`src/rtl/mux_skid.sv`:
```
// -----------------------------------------------------------------------------
// mux_skid
//
// N:1 operand-select stage with a registered output and a two-entry skid
// buffer. One channel is picked from a flattened input bus by a binary select.
// The selected word lands in the main output register. If the downstream stage
// stalls while a second beat arrives, that beat is parked in the skid
// register. This keeps upstream running without a bubble.
//
// Optional feature macro: MUX_SKID_SEL_ERR_EN
//   When defined, a sticky sel_err output flags any accepted beat whose select
//   was out of range. Only reset clears it.
//
// Parameters:
//   WIDTH  data width of each channel and of the output
//   N      number of input channels (2..16)
//   SELW   width of sel, $clog2(N)
//
// Ports:
//   clk        rising-edge clock
//   reset      synchronous active-high reset
//   in_data    N*WIDTH flattened channels, channel i at [i*WIDTH +: WIDTH]
//   sel        channel index, sampled with in_data on acceptance
//   in_valid   upstream offers a beat
//   in_ready   stage can accept (registered, low only while the skid is full)
//   flush      discard every buffered beat
//   out_data   selected word held in the main register
//   out_valid  out_data is valid
//   out_ready  downstream accepts
//   sel_err    sticky out-of-range select flag (MUX_SKID_SEL_ERR_EN only)
// -----------------------------------------------------------------------------
module mux_skid #(
   parameter int  WIDTH = 32,
   parameter int  N     = 4,
   localparam int SELW  = $clog2(N)
) (
   input  logic               clk,
   input  logic               reset,
   input  logic [N*WIDTH-1:0] in_data,
   input  logic [SELW-1:0]    sel,
   input  logic               in_valid,
   output logic               in_ready,
   input  logic               flush,
   output logic [WIDTH-1:0]   out_data,
   output logic               out_valid,
   input  logic               out_ready
`ifdef MUX_SKID_SEL_ERR_EN
   ,
   output logic               sel_err
`endif
);

   typedef enum logic [1:0] {
      S_EMPTY = 2'd0,
      S_ONE   = 2'd1,
      S_FULL  = 2'd2
   } state_t;

   state_t             state_q, state_d;
   logic [WIDTH-1:0]   out_data_q, out_data_d;
   logic [WIDTH-1:0]   skid_data_q, skid_data_d;
   logic               out_valid_q, out_valid_d;
   logic               in_ready_q, in_ready_d;

   logic [WIDTH-1:0]   sel_word;
   logic               accept;
   logic               drain;

   // Out-of-range selects produce the all-zero word.
   always_comb begin
      sel_word = '0;
      for (int i = 0; i < N; i++) begin
         if (int'(sel) == i) sel_word = in_data[i*WIDTH +: WIDTH];
      end
   end

   assign accept = in_valid & in_ready_q;
   assign drain  = out_valid_q & out_ready;

   always_comb begin
      state_d     = state_q;
      out_data_d  = out_data_q;
      skid_data_d = skid_data_q;

      case (state_q)
         S_EMPTY: begin
            if (accept) begin
               out_data_d = sel_word;
               state_d    = S_ONE;
            end
         end
         S_ONE: begin
            if (accept && drain) begin
               out_data_d = sel_word;
            end else if (accept) begin
               skid_data_d = sel_word;
               state_d     = S_FULL;
            end else if (drain) begin
               state_d = S_EMPTY;
            end
         end
         S_FULL: begin
            // in_ready is low here, so only a drain can move the state.
            if (drain) begin
               out_data_d = skid_data_q;
               state_d    = S_ONE;
            end
         end
         default: state_d = S_EMPTY;
      endcase

      // Flush overrides everything. A drain in the same cycle has already
      // been consumed downstream. A beat accepted in that cycle is lost.
      if (flush) state_d = S_EMPTY;

      // The flags are registered copies of the next state. That keeps
      // in_ready and out_valid free of any combinational input path.
      out_valid_d = (state_d != S_EMPTY);
      in_ready_d  = (state_d != S_FULL);
   end

   always_ff @(posedge clk) begin
      if (reset) begin
         state_q     <= S_EMPTY;
         out_valid_q <= 1'b0;
         in_ready_q  <= 1'b1;
         out_data_q  <= '0;
         skid_data_q <= '0;
      end else begin
         state_q     <= state_d;
         out_valid_q <= out_valid_d;
         in_ready_q  <= in_ready_d;
         out_data_q  <= out_data_d;
         skid_data_q <= skid_data_d;
      end
   end

   assign in_ready  = in_ready_q;
   assign out_valid = out_valid_q;
   assign out_data  = out_data_q;

`ifdef MUX_SKID_SEL_ERR_EN
   logic sel_oob;
   logic sel_err_q, sel_err_d;

   assign sel_oob = (int'(sel) >= N);

   // Sticky: a flush does not clear it.
   always_comb begin
      sel_err_d = sel_err_q | (accept & sel_oob);
   end

   always_ff @(posedge clk) begin
      if (reset) sel_err_q <= 1'b0;
      else       sel_err_q <= sel_err_d;
   end

   assign sel_err = sel_err_q;
`endif

endmodule

```
`config.mk`:
```
export PLATFORM = sky130hd
export DESIGN_NAME = mux_skid
export DESIGN_NICKNAME = d
export VERILOG_FILES = /design/src/rtl/mux_skid.sv
export SDC_FILE = /design/constraint.sdc
export NUM_CORES = 1
export LEC_CHECK = 0
export ABC_AREA = 1
export BUFFER_PORTS_ARGS = -buffer_cell sky130_fd_sc_hd__buf_2
export CAP_MARGIN = 20
export CORE_ASPECT_RATIO = 0.7
export CORE_UTILIZATION = 48
export DETAILED_ROUTE_END_ITERATION = 8
export PLACE_DENSITY = 0.79
export SYNTH_ARGS = -nofsm -noshare
export SYNTH_HDL_FRONTEND = slang
export SYNTH_SLANG_ARGS = --single-unit
```
`constraint.sdc`:
```
create_clock -name clk -period 1.8 [get_ports clk]
set_input_delay 0.27 -clock clk [delete_from_list [all_inputs] [get_ports clk]]
set_output_delay 0.27 -clock clk [all_outputs]
set_load 0.03 [all_outputs]
```
==> results.py <==
metrics = {
    "logic_synthesis": {
        "synth_nets": 826,
        "synth-edff-count": 0,
        "syn_avg_cell_area_um2": 6.102,
        "synth.ff_latch_count": 68,
        "synth_warnings": 0,
        "seq_area_frac_synth": 0.3228,
        "synth_area_um2": 4217,
        "synthCells": 691,
        "synthArstFlopShare": 0,
        "synth.distinct_cells": 22,
        "synth_ff_type": "dfxtp_1",
    },
    "clock_tree": {
        "cts_setup_buffers": 0,
        "cts.sink_count": 68,
        "cts_inserted_buffers": 9,
        "tritoncts": "yes",
        "cts_hold_buf": 0,
        "clockBufferDepth": 2,
        "worstSkewPairLatency_ns": 0.33,
        "cts_resized": 0,
        "cts_root_buf": "clkbuf_16",
        "clk_pin_slew_worst_paths_ns": 0.06,
        "h-tree-depth": 3,
    },
    "timing": {
        "tightest_slew_ns": 0.5199,
        "rsz0062_at_grt": "no",
        "finalCritPeriodShare": 0.8132,
        "fin_tns_setup_ns": 0,
        "max_clock_freq_mhz": 683.2,
        "skew_ns": 0.004589,
        "timing_hold_violations_final": 0,
        "drv_slew": 0,
        "hold-worst-slack_ns": 0.2793,
        "slew-limit-headroom": 0.6534,
        "setup_viol": 0,
        "finalCriticalPeriod_ns": 1.464,
    },
    "grt": {
        "grt_pass1_wl_um": 20120,
        "grt_usage": 0.2800,
        "overflow": 0,
        "grt_pass1_vias": 4534,
        "grt_max_degree": 65,
        "antenna_found_initial": 0,
    },
    "critical_path": {
        "critPathRequiredTime_ns": 2.02,
        "critPathMaxFanout": 64,
        "crit_path_start_kind": "register",
        "end_kind": "register",
        "crit_type": "reg2reg",
        "crit_end": "out_data[7]$_SDFFE_PP0P_",
        "reg2reg_depth": 10,
        "cp.arrival_ns": 1.69,
        "startpoint": "out_valid$_SDFF_PP0_",
        "worstReg2RegStart": "out_valid$_SDFF_PP0_",
        "rr_endpoint": "out_data[7]$_SDFFE_PP0P_",
        "rrSetupSlack_ns": 0.34,
    },
    "finish": {
        "diodes": 0,
        "final-seq-area_um2": 1361,
        "nFillCells": 852,
        "area_growth_pct": 26.50,
        "multi_input_area_um2": 2175,
        "post-route-util": 0.6291,
        "layout-drive-gt1-share": 0.2447,
        "final_nets": 972,
        "stdcell_area_um2": 5334,
    },
    "power_and_ir_drop": {
        "p_leak_nw": 2.751,
        "ir_drop_mv": 0.5174,
        "p_per_area_nw_per_um2": 783.0,
    },
    "place": {
        "portBuffers": 168,
        "dpl_cell_area_um2": 5064,
        "gp_congestion": 0.8734,
        "post-dp-hpwl_um": 8706,
    },
    "detailed_routing": {
        "first_pass_iters": 5,
        "viasPerCell": 5.129,
        "wl_um": 12590,
        "drc_errors": 0,
        "antenna_left": 0,
        "wl_per_cell_um": 13.09,
        "drt_iter0_drc": 296,
        "via_count": 4934,
    },
    "floorplan": {
        "die_x_um": 114.0,
        "die_h_um": 80.42,
        "ios": 169,
        "start_util": 0.4973,
        "rows": 28,
        "core-area_um2": 8478,
        "die_area_um2": 9169,
    },
    "job": {
        "maxCapViolCount": 0,
    },
    "min_path": {
        "hold_class": "in2reg",
    },
    "run_status": {
        "status": "finished clean",
    },
}
[worst min path at each step]
stage | depth (start not counted) | slack, ns | from | endpoint
2_1_floorplan | 2 | 0.49 | skid_data_q[10]$_SDFFE_PP0P_ | skid_data_q[10]$_SDFFE_PP0P_
3_3_place_gp | 2 | 0.51 | skid_data_q[28]$_SDFFE_PP0P_ | skid_data_q[28]$_SDFFE_PP0P_
3_5_place_dp | 4 | 0.51 | out_data[23]$_SDFFE_PP0P_ | out_data[23]$_SDFFE_PP0P_
4_1_cts | 4 | 0.27 | in_data[127] | skid_data_q[31]$_SDFFE_PP0P_
5_1_grt | 4 | 0.29 | in_data[100] | skid_data_q[4]$_SDFFE_PP0P_
6_report | 4 | 0.28 | in_data[127] | skid_data_q[31]$_SDFFE_PP0P_
[cell families after synthesis]
kind of cell | synth area share
AOI/OAI and AO/OA | 0.1549
buffers and inverters | 0.1614
DFF | 0.3228
and+or+nand+nor | 0.3608
[critical path, stage by stage, from the launching register on]
cell and delay, ns:
dfxtp_1 0.33, nand2_1 0.11, inv_1 0.12, nand2_1 0.08
nand2_2 0.10, nand2_4 0.06, buf_12 0.19, nor2_1 0.14
nand2_1 0.07, nand2_1 0.09, inv_1 0.04
[routing by layer]
layer,wire [um],GRT usage
met4,257,0.1221
met1,5766,0.3423
met2,5786,0.4733
met5,0,0
met3,778,0.06415
[final cells by class]
cell class | instances | area share
Tap cell | 120 | 0.02815
Multi-Input combinational cell | 469 | 0.4077
Inverter | 109 | 0.07671
Timing Repair Buffer | 180 | 0.1816
Clock inverter | 5 | 0.005161
Sequential cell | 68 | 0.2552
Clock buffer | 11 | 0.04551
[state kept, by name, summed over array words and instances, names as in the netlist]
name         count
in_ready         1
out_data        32
out_valid        1
skid_data_q     32
state_q          2
[placed cells by master (no fill, tap or decap), types with 2 or more instances in the layout]
master and n:
buf_2 168, nand2_1 107, inv_1 107, nand3_1 96, nor2_1 96, dfxtp_1 68, a21oi_1 64, o21ai_0 54
or2_1 30, o21ai_1 11, clkbuf_16 9, buf_4 9, clkinv_2 4, buf_12 3, nand2_2 2, inv_2 2
nand2_4 2, or2_2 2
[report_power, final]
part           leakage [nW]  switching [mW]  internal [mW]  total [mW]
Sequential            0.558          0.0490           1.60        1.65
Clock                 0.135           0.643          0.959        1.60
Combinational          2.06           0.582          0.341       0.923
[through the flow]
step                std cells  setup slack [ns]  power, mW
finish                    962            0.3362      4.177
global route              962            0.2651      4.390
global placement          946            0.3382      2.565
floorplan                 691            0.3821      2.278
CTS                       962            0.3666      4.201
detailed placement        946            0.2535      2.595
[synth_stat cells (3+ instances only)]
| cell | number | area [um2] |
|---|---|---|
| or2_1 | 30 | 187.7 |
| nand3_1 | 96 | 480.5 |
| nand2_1 | 107 | 401.6 |
| o21ai_1 | 11 | 55.05 |
| buf_2 | 19 | 95.09 |
| clkbuf_1 | 14 | 52.55 |
| buf_4 | 3 | 22.52 |
| inv_1 | 107 | 401.6 |
| buf_6 | 9 | 101.4 |
| nor2_1 | 96 | 360.4 |
| dfxtp_1 | 68 | 1361 |
| o21ai_0 | 54 | 270.3 |
| a21oi_1 | 64 | 320.3 |
Note: power is estimated with default switching activity, not from simulation.
